$ cat src/rtl/pc_stack_ctrl_if.sv
// Program-counter / return-stack control bus.
// Requests and interrupt inputs in; fetch address, kill and status out.
interface pc_stack_ctrl_if #(
  parameter int ADDR_WIDTH  = 12,
  parameter int STACK_DEPTH = 8
);
  localparam int LW = $clog2(STACK_DEPTH) + 1;

  logic                  pause;
  logic                  goto;
  logic                  call;
  logic                  ret;
  logic                  skip;
  logic [ADDR_WIDTH-1:0] goto_addr;
  logic                  intr_req;
  logic                  gie;

  logic [ADDR_WIDTH-1:0] pc_out;
  logic                  kill;
  logic                  intr_ack;
  logic [LW-1:0]         stack_level;
  logic                  stopped;
  logic                  error;

  modport master (
    output pause, goto, call, ret, skip,
    output goto_addr, intr_req, gie,
    input  pc_out, kill, intr_ack,
    input  stack_level, stopped, error
  );

  modport slave (
    input  pause, goto, call, ret, skip,
    input  goto_addr, intr_req, gie,
    output pc_out, kill, intr_ack,
    output stack_level, stopped, error
  );
endinterface

$ cat src/rtl/pc_stack_ctrl.sv
// PC sequencer with LIFO return stack, interrupt entry, halt and fault states.
// Ports: clk, reset (async high), bus = pc_stack_ctrl_if.slave.
module pc_stack_ctrl #(
  parameter int ADDR_WIDTH  = 12,
  parameter int STACK_DEPTH = 8,
  parameter int RESET_ADDR  = 0,
  parameter int INTR_VECTOR = 4,
  parameter int STACK_WRAP  = 0
) (
  input  logic            clk,
  input  logic            reset,
  pc_stack_ctrl_if.slave  bus
);
  localparam int AW = ADDR_WIDTH;
  localparam int LW = $clog2(STACK_DEPTH) + 1;
  localparam int PW = $clog2(STACK_DEPTH);

  typedef enum logic [1:0] {RUN, HALT, FAULT} state_t;

  state_t        state_q, state_n;
  logic [AW-1:0] pc_q, pc_n;
  logic          kill_q, kill_n;
  logic [LW-1:0] lvl_q, lvl_n;
  logic [PW-1:0] top_q, top_n;
  logic          push;
  logic          ack;

  logic [AW-1:0] stk [STACK_DEPTH];

  logic          live;
  logic          irq;
  logic          do_ret, do_call, do_goto;
  logic          do_intr, do_skip;
  logic          full;
  logic [AW-1:0] tos;
  logic [AW-1:0] target;

  // A killed slot still advances the PC but
  // its control requests are dropped.
  assign live    = ~kill_q;
  assign irq     = bus.intr_req & bus.gie;
  assign do_ret  = live & bus.ret;
  assign do_call = live & bus.call & ~bus.ret;
  assign do_goto = live & bus.goto
                 & ~bus.call & ~bus.ret;
  assign do_intr = live & irq & ~bus.ret
                 & ~bus.call & ~bus.goto;
  assign do_skip = live & bus.skip & ~irq
                 & ~bus.ret & ~bus.call & ~bus.goto;

  assign full   = (lvl_q == LW'(STACK_DEPTH));
  assign tos    = stk[top_q - PW'(1)];
  assign target = do_call ? bus.goto_addr
                          : AW'(INTR_VECTOR);

  always_comb begin
    state_n = state_q;
    pc_n    = pc_q;
    kill_n  = kill_q;
    lvl_n   = lvl_q;
    top_n   = top_q;
    push    = 1'b0;
    ack     = 1'b0;
    if (!bus.pause && state_q == RUN) begin
      kill_n = 1'b0;
      unique case (1'b1)
        do_ret: begin
          if (lvl_q == '0) begin
            state_n = FAULT;
          end else begin
            pc_n   = tos;
            top_n  = top_q - PW'(1);
            lvl_n  = lvl_q - LW'(1);
            kill_n = 1'b1;
          end
        end
        do_call, do_intr: begin
          if (full && STACK_WRAP == 0) begin
            state_n = FAULT;
          end else begin
            // When full with wrap, top_q already
            // points at the oldest slot.
            push   = 1'b1;
            pc_n   = target;
            top_n  = top_q + PW'(1);
            if (!full) lvl_n = lvl_q + LW'(1);
            kill_n = 1'b1;
            ack    = do_intr;
          end
        end
        do_goto: begin
          pc_n   = bus.goto_addr;
          kill_n = 1'b1;
        end
        do_skip: begin
          pc_n   = pc_q + AW'(1);
          kill_n = 1'b1;
        end
        default: begin
          if (&pc_q) state_n = HALT;
          else       pc_n    = pc_q + AW'(1);
        end
      endcase
    end
  end

  always_ff @(posedge clk or posedge reset) begin
    if (reset) begin
      state_q <= RUN;
      pc_q    <= AW'(RESET_ADDR);
      kill_q  <= 1'b0;
      lvl_q   <= '0;
      top_q   <= '0;
    end else begin
      state_q <= state_n;
      pc_q    <= pc_n;
      kill_q  <= kill_n;
      lvl_q   <= lvl_n;
      top_q   <= top_n;
    end
  end

  always_ff @(posedge clk) begin
    if (push) stk[top_q] <= pc_q;
  end

  assign bus.pc_out      = pc_q;
  assign bus.kill        = kill_q;
  assign bus.intr_ack    = ack & ~reset;
  assign bus.stack_level = lvl_q;
  assign bus.stopped     = (state_q != RUN);
  assign bus.error       = (state_q == FAULT);
endmodule

$ cat src/flat_wrapper.sv
// flat-port wrapper written by rule: the top's interface ports become plain ports
module pc_stack_ctrl_flat 
#(
  parameter int ADDR_WIDTH  = 12,
  parameter int STACK_DEPTH = 8,
  parameter int RESET_ADDR  = 0,
  parameter int INTR_VECTOR = 4,
  parameter int STACK_WRAP  = 0
)
  (clk, reset, bus_pause, bus_goto, bus_call, bus_ret, bus_skip, bus_goto_addr, bus_intr_req, bus_gie, bus_pc_out, bus_kill, bus_intr_ack, bus_stack_level, bus_stopped, bus_error);
  pc_stack_ctrl_if #(.ADDR_WIDTH(ADDR_WIDTH), .STACK_DEPTH(STACK_DEPTH)) bus_i ();
  input  logic clk;
  input  logic reset;
  input wire logic [$bits(bus_i.pause)-1:0] bus_pause;
  input wire logic [$bits(bus_i.goto)-1:0] bus_goto;
  input wire logic [$bits(bus_i.call)-1:0] bus_call;
  input wire logic [$bits(bus_i.ret)-1:0] bus_ret;
  input wire logic [$bits(bus_i.skip)-1:0] bus_skip;
  input wire logic [$bits(bus_i.goto_addr)-1:0] bus_goto_addr;
  input wire logic [$bits(bus_i.intr_req)-1:0] bus_intr_req;
  input wire logic [$bits(bus_i.gie)-1:0] bus_gie;
  output wire logic [$bits(bus_i.pc_out)-1:0] bus_pc_out;
  output wire logic [$bits(bus_i.kill)-1:0] bus_kill;
  output wire logic [$bits(bus_i.intr_ack)-1:0] bus_intr_ack;
  output wire logic [$bits(bus_i.stack_level)-1:0] bus_stack_level;
  output wire logic [$bits(bus_i.stopped)-1:0] bus_stopped;
  output wire logic [$bits(bus_i.error)-1:0] bus_error;
  assign bus_i.pause = bus_pause;
  assign bus_i.goto = bus_goto;
  assign bus_i.call = bus_call;
  assign bus_i.ret = bus_ret;
  assign bus_i.skip = bus_skip;
  assign bus_i.goto_addr = bus_goto_addr;
  assign bus_i.intr_req = bus_intr_req;
  assign bus_i.gie = bus_gie;
  assign bus_pc_out = bus_i.pc_out;
  assign bus_kill = bus_i.kill;
  assign bus_intr_ack = bus_i.intr_ack;
  assign bus_stack_level = bus_i.stack_level;
  assign bus_stopped = bus_i.stopped;
  assign bus_error = bus_i.error;
  pc_stack_ctrl #(.ADDR_WIDTH(ADDR_WIDTH), .STACK_DEPTH(STACK_DEPTH), .RESET_ADDR(RESET_ADDR), .INTR_VECTOR(INTR_VECTOR), .STACK_WRAP(STACK_WRAP)) u_core (.clk(clk), .reset(reset), .bus(bus_i));
endmodule
$ cat config.mk
export PLATFORM = sky130hd
export DESIGN_NAME = pc_stack_ctrl_flat
export DESIGN_NICKNAME = d
export VERILOG_FILES = /design/src/rtl/pc_stack_ctrl_if.sv /design/src/rtl/pc_stack_ctrl.sv /design/src/flat_wrapper.sv
export SDC_FILE = /design/constraint.sdc
export NUM_CORES = 1
export LEC_CHECK = 0
export BUFFER_PORTS_ARGS = -buffer_cell sky130_fd_sc_hd__buf_2
export CAP_MARGIN = 20
export CORE_MARGIN = 1.5
export CORE_UTILIZATION = 59
export CTS_CLUSTER_DIAMETER = 30
export DETAILED_ROUTE_END_ITERATION = 8
export PLACE_DENSITY = 0.79
export SLEW_MARGIN = 20
export SYNTH_ARGS = -nofsm -noshare
export SYNTH_HDL_FRONTEND = slang
export SYNTH_SLANG_ARGS = --single-unit
$ cat constraint.sdc
create_clock -name clk -period 3.4 [get_ports clk]
set_input_delay 0.68 -clock clk [delete_from_list [all_inputs] [get_ports clk]]
set_output_delay 0.68 -clock clk [all_outputs]
set_load 0.01 [all_outputs]
* Yosys cells after proc, flatten, opt, wreduce, memory -nomap -nowiden *
Memories as Yosys holds them, arrays and structs flattened.
Index checks and enable logic that the tools add are counted.

cells by class
  $add $sub $neg = 5
  equality and inequality tests = 7
  mux-type cells = 25
  bitwise logic cells = 24
  reductions and logical operators = 13

operators by type and width
  kind                   count
  $mux 12                4
  $pmux 12 s4            1
  $and 1x1->1            17
  $add 12x1->12 const B  1
  $reduce_and 12->1      1
  $mux 1                 9
  $mux 4                 2
  $pmux 4 s2             1
  $reduce_and 4->1       2
  $not 1->1              7
  $mux 2                 3
  $mux 3                 2
  $ne 2x2->1 const B     3
  $pmux 2 s3             1
  $pmux 3 s2             1
  $ne 5x2->1 const B     1
  $reduce_and 5->1       1
  $add 4x1->4 const B    1
  $eq 4x4->1 const B     1
  $logic_not 4->1        1
  $reduce_bool 2->1      2
  $reduce_or 2->1        2
  $sub 4x1->4 const B    1
  $add 3x1->3 const B    1
  other kinds (8)        8

word-level totals
  bits in registers = 22
  RAM bits = 96
  input bits = 21
  output and inout bits = 20
  logic and storage cells = 80
  memories = 1

memory list
  name        depth  bits a word  read ports  clocked after memory_dff  wr ports  RTL line             source
  u_core.stk  8      12           1           0                         1         pc_stack_ctrl.sv:28  logic [AW-1:0] stk [STACK_DEPTH];

* Longest topological paths before layout *
Gate-level depths: netlist of run 1.

  word-level depth = 10
  mapped depth = 11
  depth with buffers taken out = 8

* Worst setup path before layout of run 1 *
OpenSTA, ideal clock, no wires.

  path type = flip-flop to flip-flop
  from = reg u_core.top_q[0]
  to = reg u_core.pc_q[0] (netlist: u_core.bus.pc_out[0])
  library setup time = 0.125 ns
  arrival time = 2.701 ns
  data required time = 3.275 ns
  slack = 0.574 ns
  stages on the path, launching flop included = 11
  path buffers = 4
  period minus slack after synthesis = 2.826 ns
  path through = dfrtp_1 -> buf_2 -> buf_2 -> inv_1 -> ha_1 -> clkbuf_1 -> clkbuf_1 -> mux4_2 -> a22oi_1 -> o211ai_1 -> mux2_4

between the ends
  cells in the longest elaborated chain, start to end = 4

ends and longest elaborated chain
  what                    RTL line              source
  start, declared         pc_stack_ctrl.sv:24   logic [PW-1:0] top_q, top_n;
  start signal, assigned  pc_stack_ctrl.sv:119  top_q <= top_n;
  $sub 3x1->3             pc_stack_ctrl.sv:52   assign tos = stk[top_q - PW'(1)];
  $mem_v2 8x12            --
  $mux 12                 pc_stack_ctrl.sv:68   if (lvl_q == '0) begin
  $pmux 12 s4             pc_stack_ctrl.sv:66   unique case (1'b1)
  end signal, assigned    pc_stack_ctrl.sv:110  pc_q <= AW'(RESET_ADDR);
  end signal, assigned    pc_stack_ctrl.sv:116  pc_q <= pc_n;
  end, declared           pc_stack_ctrl.sv:21   logic [AW-1:0] pc_q, pc_n;

Every way passes these cells. The select of a mux whose other input is x is not followed.
A chain may end at the register's enable or synchronous reset.

* Worst setup path in the final report of run 1 *
  from = reg u_core.state_q[0]
  to = out bus_intr_ack

between the ends
  cells in the longest elaborated chain, start to end = 4

ends and longest elaborated chain
  what                    RTL line              source
  start, declared         pc_stack_ctrl.sv:20   state_t state_q, state_n;
  start signal, assigned  pc_stack_ctrl.sv:115  state_q <= state_n;
  $logic_not 2->1         pc_stack_ctrl.sv:64   if (!bus.pause && state_q == RUN) begin
  $logic_and 1x1->1       pc_stack_ctrl.sv:64
  $mux 1                  pc_stack_ctrl.sv:64
  $and 1x1->1             pc_stack_ctrl.sv:129  assign bus.intr_ack = ack & ~reset;
  end, declared           flat_wrapper.sv:24    output wire logic [$bits(bus_i.intr_ack)-1:0] bus_intr_ack;

Every way passes these cells.

==> reports/qor.yml, run 1 <==
outcome:
  status: "finished, final reports clean"
yosys:
  ys.flop_type: "edfxtp_1"
  ys_warn_count: 0
  synth_seq_area_share: 0.660
  netlist_instances: 333
  synth_edf_count: 96
  synth_area_sq_um: 5200
  synth_area_leaders: "edfxtp_1 (55%), dfrtp_1 (11%), mux4_2 (10%)"
  synth_top_area_frac: 0.555
  ys_types: 58
  synth-seq-cells: 118
  syn-num-nets: 359
  syn_area_per_cell_sq_um: 15.6
  synthArstFlopShare: 0.186
  yosysTopAreaCell: "edfxtp_1"
detailed_routing:
  wl_met2_mm: 5.30
  wl_met1_mm: 4.75
  drcViolationCount: 0
  ant_nets: 0
  drtIter0Drc: 422
  wl_mm: 11.2
  first_pass_iters: 5
  topRoutingLayerUsed: "met4"
  dr_wl_met3_um: 946
  wire_per_inst_um: 21.8
  viasPerCell: 6.43
  num_vias: 3309
timing:
  setup_viol: 0
  slew_headroom: 0.377
  worst_pin_slew_ps: 933
  max_freq_mhz: 371
  rsz0062_at_grt: "false"
  finalHoldViolCount: 0
  layout_worst_path_cycle_share: 0.792
  finalSetupTns_ps: 0
  fin_hold_ws_ps: 387
  fin_crit_ps: 2690
  drv_slew: 0
  skew_ps: 8.36
placement:
  place.gp.congestion: 0.875
  dp.cells: 484
  io_buffers: 40
  post_dp_cell_area_sq_um: 5610
  dpl.hpwl_mm: 7.35
power:
  leakage_nw: 2.21
  powerDensity_nw_per_um2: 878
  ir_worst_vdd_v: 0.000595
die:
  die_y_um: 96.9
  start_util: 0.602
  dieArea_sq_um: 9380
  chipWidth_um: 96.9
  core-area_sq_um: 8640
  rows: 34
  io_pins: 41
setup_path:
  ff2ff_path_depth: 7
  r2r-end: "u_core.bus.pc_out[0]"
  crit_arrival_ps: 2010
  critPathRequiredTime_ps: 2720
  critical_path.max_fanout: 4
  r2r_slack_ps: 820
  critPathTopFamily: "simple AND/OR/NAND/NOR gates"
  slowest_delay_ps: 430
  path_class: "reg2out"
  worstPathCellList: "or3_1, a21oi_1, nor4b_1, buf_2"
  r2r-start: "u_core.top_q[0]"
  critPathLaunchType: "flop"
  worst-path-buf-inv: 1
  cpMaxStageDelayCell: "or3_1"
  crit_path_end_kind: "output pin"
finish:
  layout-drive-gt1-share: 0.314
  stdcell_count: 515
  antenna_cells: 0
  nets: 421
  fillCellCount: 574
  area_delta_synth_final_pct: 17.3
  final_common_cell: "edfxtp_1"
  layout_common_cells: "edfxtp_1 (96), buf_2 (40), mux4_2 (24)"
  finalInstanceArea_sq_um: 6100
run:
  drv_cap: 0
cts:
  numCtsBuffers: 17
  cts_resized: 0
  cts_root_buf: "clkbuf_8"
  clk_path_buf_depth: 2
  cts_tree: "yes"
  cts.sinks: 118
  post-cts-setup-buffers: 0
  insertion_delay_ps: 520
  htree_num_levels: 4
  cts.hold.buffers_added: 0
  clk_pin_slew_worst_paths_ps: 60
hold_path:
  min_path_type: "in2async"
global_routing:
  groute.usage.overall: 0.260
  grt_start_max_net_pins: 23
  grt_pass1_vias: 3222
  antenna_found_initial: 1
  grt_pass1_wl_mm: 18.1
  grt-ovfl-total: 0
-- where the power goes --
group	internal, W	switching (W)
Combinational	0.000802	0.000838
Clock	0.000862	0.000582
Sequential	0.00187	0.000396
-- worst reg2reg max path, cell delays in order, from the launching register on --
cell	delay [ps]
dfrtp_2	640
inv_1	140
ha_1	270
xor2_1	200
nor2_1	690
a22oi_1	240
o211ai_1	160
mux2_4	170
-- sequential cells by signal, indices dropped and copies added, names as in the netlist --
name,flops
u_core.bus.pc_out,12
u_core.bus.kill,1
u_core.stk,96
u_core.top_q,3
u_core.bus.stack_level,4
u_core.state_q,2
-- cell usage after synthesis (all sizes together) (2+ instances only) --
master and count:
a31oi 2, or4 2, a22oi 5, a211oi 3
xor2 5, dfrtp 22, a21oi 9, o22ai 2
a22o 5, mux2 4, or2 4, mux4 24
o31ai 6, nand2 17, nor4 2, nor3 9
ha 5, o211ai 4, nor2 21, a221oi 2
a32o 2, nand2b 2, xnor2 4, o21a 3
inv 8, o21ai 14, clkbuf 11, edfxtp 96
nor2b 5, and3 4, buf 6, nand3 6
-- cells by family (layout without fill, tap and decap cells) --
logic type | after synthesis | count (layout) | synth area share
flip-flops | 118 | 118 | 0.660
AND/OR/NAND/NOR | 79 | 79 | 0.0789
AO/OA/AOI/OAI | 68 | 68 | 0.0955
multiplexers | 29 | 29 | 0.116
buffers and inverters | 25 | 99 | 0.0219
XOR/XNOR | 9 | 9 | 0.0152
adder cells (fa/ha/maj) | 5 | 5 | 0.0120
-- worst max-delay path by stage --
stage	depth (start not counted)	slack, ps	end	from
after detailed placement	6	650	u_core.bus.pc_out[6]	bus_intr_req
after CTS	4	690	bus_intr_ack	u_core.state_q[0]
after floorplan	10	570	u_core.bus.pc_out[0]	u_core.top_q[0]
after global routing	4	520	bus_intr_ack	u_core.state_q[0]
after global placement	6	730	u_core.bus.pc_out[6]	bus_intr_req
final	4	710	bus_intr_ack	u_core.state_q[0]
-- metal layers --
metal | track usage | vias to the layer above
met5 | 0 | -
met4 | 0.0892 | 0
li1 | - | 1451
met1 | 0.383 | 1651
met2 | 0.379 | 180
met3 | 0.0744 | 27
-- through the flow --
step	setup WS, ps	utilization	total power [W]
5_1_grt	517	0.706	0.00564
4_1_cts	691	0.706	0.00537
3_5_place_dp	652	0.650	0.00392
3_3_place_gp	735	0.650	0.00387
6_report	706	0.706	0.00535
2_1_floorplan	574	-	0.00339
-- cell type report --
| cell class | count | area, sq um | share of cell area |
|---|---|---|---|
| Clock inverter | 14 | 70.1 | 0.0115 |
| Timing Repair Buffer | 60 | 350 | 0.0575 |
| Sequential cell | 118 | 3430 | 0.563 |
| Clock buffer | 17 | 414 | 0.0679 |
| Multi-Input combinational cell | 190 | 1660 | 0.273 |
| Tap cell | 108 | 135 | 0.0222 |
| Inverter | 8 | 30.0 | 0.00493 |
Power figures use the tool's default switching activity.
==> run 2, diff against run 1 <==
--- a/config.mk
+++ b/config.mk
@@ -8,10 +8,10 @@
 export BUFFER_PORTS_ARGS = -buffer_cell sky130_fd_sc_hd__buf_2
 export CAP_MARGIN = 20
 export CORE_MARGIN = 1.5
-export CORE_UTILIZATION = 59
+export CORE_UTILIZATION = 54
 export CTS_CLUSTER_DIAMETER = 30
 export DETAILED_ROUTE_END_ITERATION = 8
-export PLACE_DENSITY = 0.79
+export PLACE_DENSITY = 0.76
 export SLEW_MARGIN = 20
 export SYNTH_ARGS = -nofsm -noshare
 export SYNTH_HDL_FRONTEND = slang
==> constraint.sdc (replaced) <==
create_clock -name clk -period 2.2 [get_ports clk]
set_input_delay 0.44 -clock clk [delete_from_list [all_inputs] [get_ports clk]]
set_output_delay 0.44 -clock clk [all_outputs]
set_load 0.01 [all_outputs]
==> run 2 against run 1 <==
The run now ends with negative setup slack left. Critical path depth shrank 1. Clock power grew 81%. Design area grew 8.9%. Largest cell class unchanged. Sequential cell count is the same. Non-clock buffer count grew 41. Sequential power grew 36%. Clock skew shrank 2.7 ps. Worst setup slack lost 770 ps. Global-route usage grew 0.26 points. Hold slack lost 140 ps.
==> reports/qor.yml, run 2 (synthesis results as in run 1) <==
outcome:
  status: "finished with violations"
  violations: "negative setup slack"
detailed_routing:
  drtIter0Drc: 471
  num_vias: 3549
  ant_nets: 0
  wire_per_inst_um: 22.2
  viasPerCell: 6.14
  wl_mm: 12.9
  first_pass_iters: 5
  drcViolationCount: 0
finish:
  nets: 462
  layout-drive-gt1-share: 0.416
  largest_reg_flops: 96
  largest-register: "u_core.stk"
  layout_common_cells: "edfxtp_1 (96), buf_4 (54), buf_2 (40)"
  final_common_cell: "edfxtp_1"
  area_delta_synth_final_pct: 27.7
  antenna_cells: 0
setup_path:
  r2r_slack_ps: 30
  slowest_delay_ps: 530
  crit_arrival_ps: 1820
  ff2ff_path_depth: 6
  r2r-start: "u_core.bus.pc_out[0]"
  startpoint: "u_core.bus.kill"
  crit_path_end_kind: "output pin"
  worstPathCellList: "or4_4, nor4b_4, buf_2"
  path_class: "reg2out"
  r2r-end: "u_core.bus.pc_out[6]"
  critPathLaunchType: "flop"
  critPathRequiredTime_ps: 1760
  cpMaxStageDelayCell: "or4_4"
  critical_path.max_fanout: 2
placement:
  dpl.hpwl_mm: 8.12
  io_buffers: 40
  place.gp.congestion: 0.978
  pre_cts_ws_ps: -131
timing:
  max_freq_mhz: 442
  fin_hold_ws_ps: 244
  finalHoldViolCount: 0
  setup_slack_ps: -62.7
  skew_ps: 5.64
  layout_worst_path_cycle_share: 1.03
  worst_pin_slew_ps: 926
  finalSetupTns_ps: -62.7
  setup_viol: 1
  slew_headroom: 0.378
  drv_slew: 0
  fin_crit_ps: 2260
  rsz0062_at_grt: "true"
cts:
  clk_pin_slew_worst_paths_ps: 60
  numCtsBuffers: 17
  insertion_delay_ps: 510
  htree_num_levels: 4
  clk_path_buf_depth: 2
  cts_tree: "yes"
  cts_root_buf: "clkbuf_8"
  cts.sinks: 118
hold_path:
  worstHoldEndpoint: "u_core.bus.pc_out[3]"
  hold_start: "bus_goto_addr[3]"
  hold_path_depth: 3
  min_path_type: "in2reg"
global_routing:
  grt_pass1_wl_mm: 19.1
  antenna_found_initial: 0
  grt_pass1_vias: 3498
  grt_start_max_net_pins: 17
  grt-ovfl-total: 0
  groute.usage.overall: 0.263
power:
  power_frac_comb: 0.393
  p_clk_frac: 0.278
  powerDensity_nw_per_um2: 1410
  p_sw_frac: 0.339
  p_int_w: 0.00620
  ir_worst_vdd_v: 0.000816
  power.total_w: 0.00939
  leakage_nw: 2.47
  switching_power_w: 0.00318
  p_seq_frac: 0.329
die:
  dieArea_sq_um: 10200
  rows: 35
  die_y_um: 101
  start_util: 0.560
  chipWidth_um: 101
  io_pins: 41
  core-area_sq_um: 9280
run:
  drv_cap: 0
## run 2: what timing repair did
| item | CTS | global route |
|---|---|---|
| endpoints found under the setup margin | 1 | 84 |
| endpoints found under the hold margin | 7 | 0 |
| pin swaps | 1 | 3 |
| hold buffers | 1 | 0 |
| gates resized for setup | 6 | 15 |
| setup buffers | 4 | 5 |
## run 2: critical path, delay by kind of cell, from the launching register on
family / cells / cell delay (ps)
AND/OR/NAND/NOR: 2 / 750
buffers and inverters: 1 / 160
flip-flops: 1 / 400
## run 2: area by class of cell
class,instances,area (sq um)
sequential,118,3430
fill,605,2640
multi-input combinational,190,1750
timing repair buffer,101,701
clock buffer,17,414
tap,129,161
clock inverter,15,155
inverter,8,30.0
## run 2: layer usage
metal,routed length [um],share of wire,GRT usage
met1,5060,0.39,0.351
met2,6260,0.49,0.417
met3,1110,0.086,0.0687
met4,434,0.034,0.107
met5,0,0,0
## run 2: power by group through the flow
stage	Combinational [W]	Sequential, W	Clock, W
after global placement	0.00334	0.00311	0
after CTS	0.00356	0.00308	0.00265
after global routing	0.00392	0.00312	0.00276
after detailed placement	0.00342	0.00312	0
final	0.00368	0.00309	0.00261
after floorplan	0.00206	0.00333	0
## run 2: worst max-delay path by stage
| stage | to | slack (ps) | cells past startpoint |
|---|---|---|---|
| after floorplan | u_core.bus.pc_out[0] | -20 | 10 |
| after global placement | u_core.bus.pc_out[6] | -130 | 7 |
| after detailed placement | u_core.bus.pc_out[6] | -130 | 7 |
| after CTS | bus_intr_ack | -60 | 3 |
| after global routing | bus_intr_ack | -140 | 3 |
| final | bus_intr_ack | -60 | 3 |
## run 2: per-stage QoR
stage               utilization  cell area [sq um]  std cells
floorplan                     -               5260        333
global placement          0.635               5900        536
detailed placement        0.635               5900        536
CTS                       0.704               6540        573
global route              0.715               6640        578
finish                    0.715               6640        578
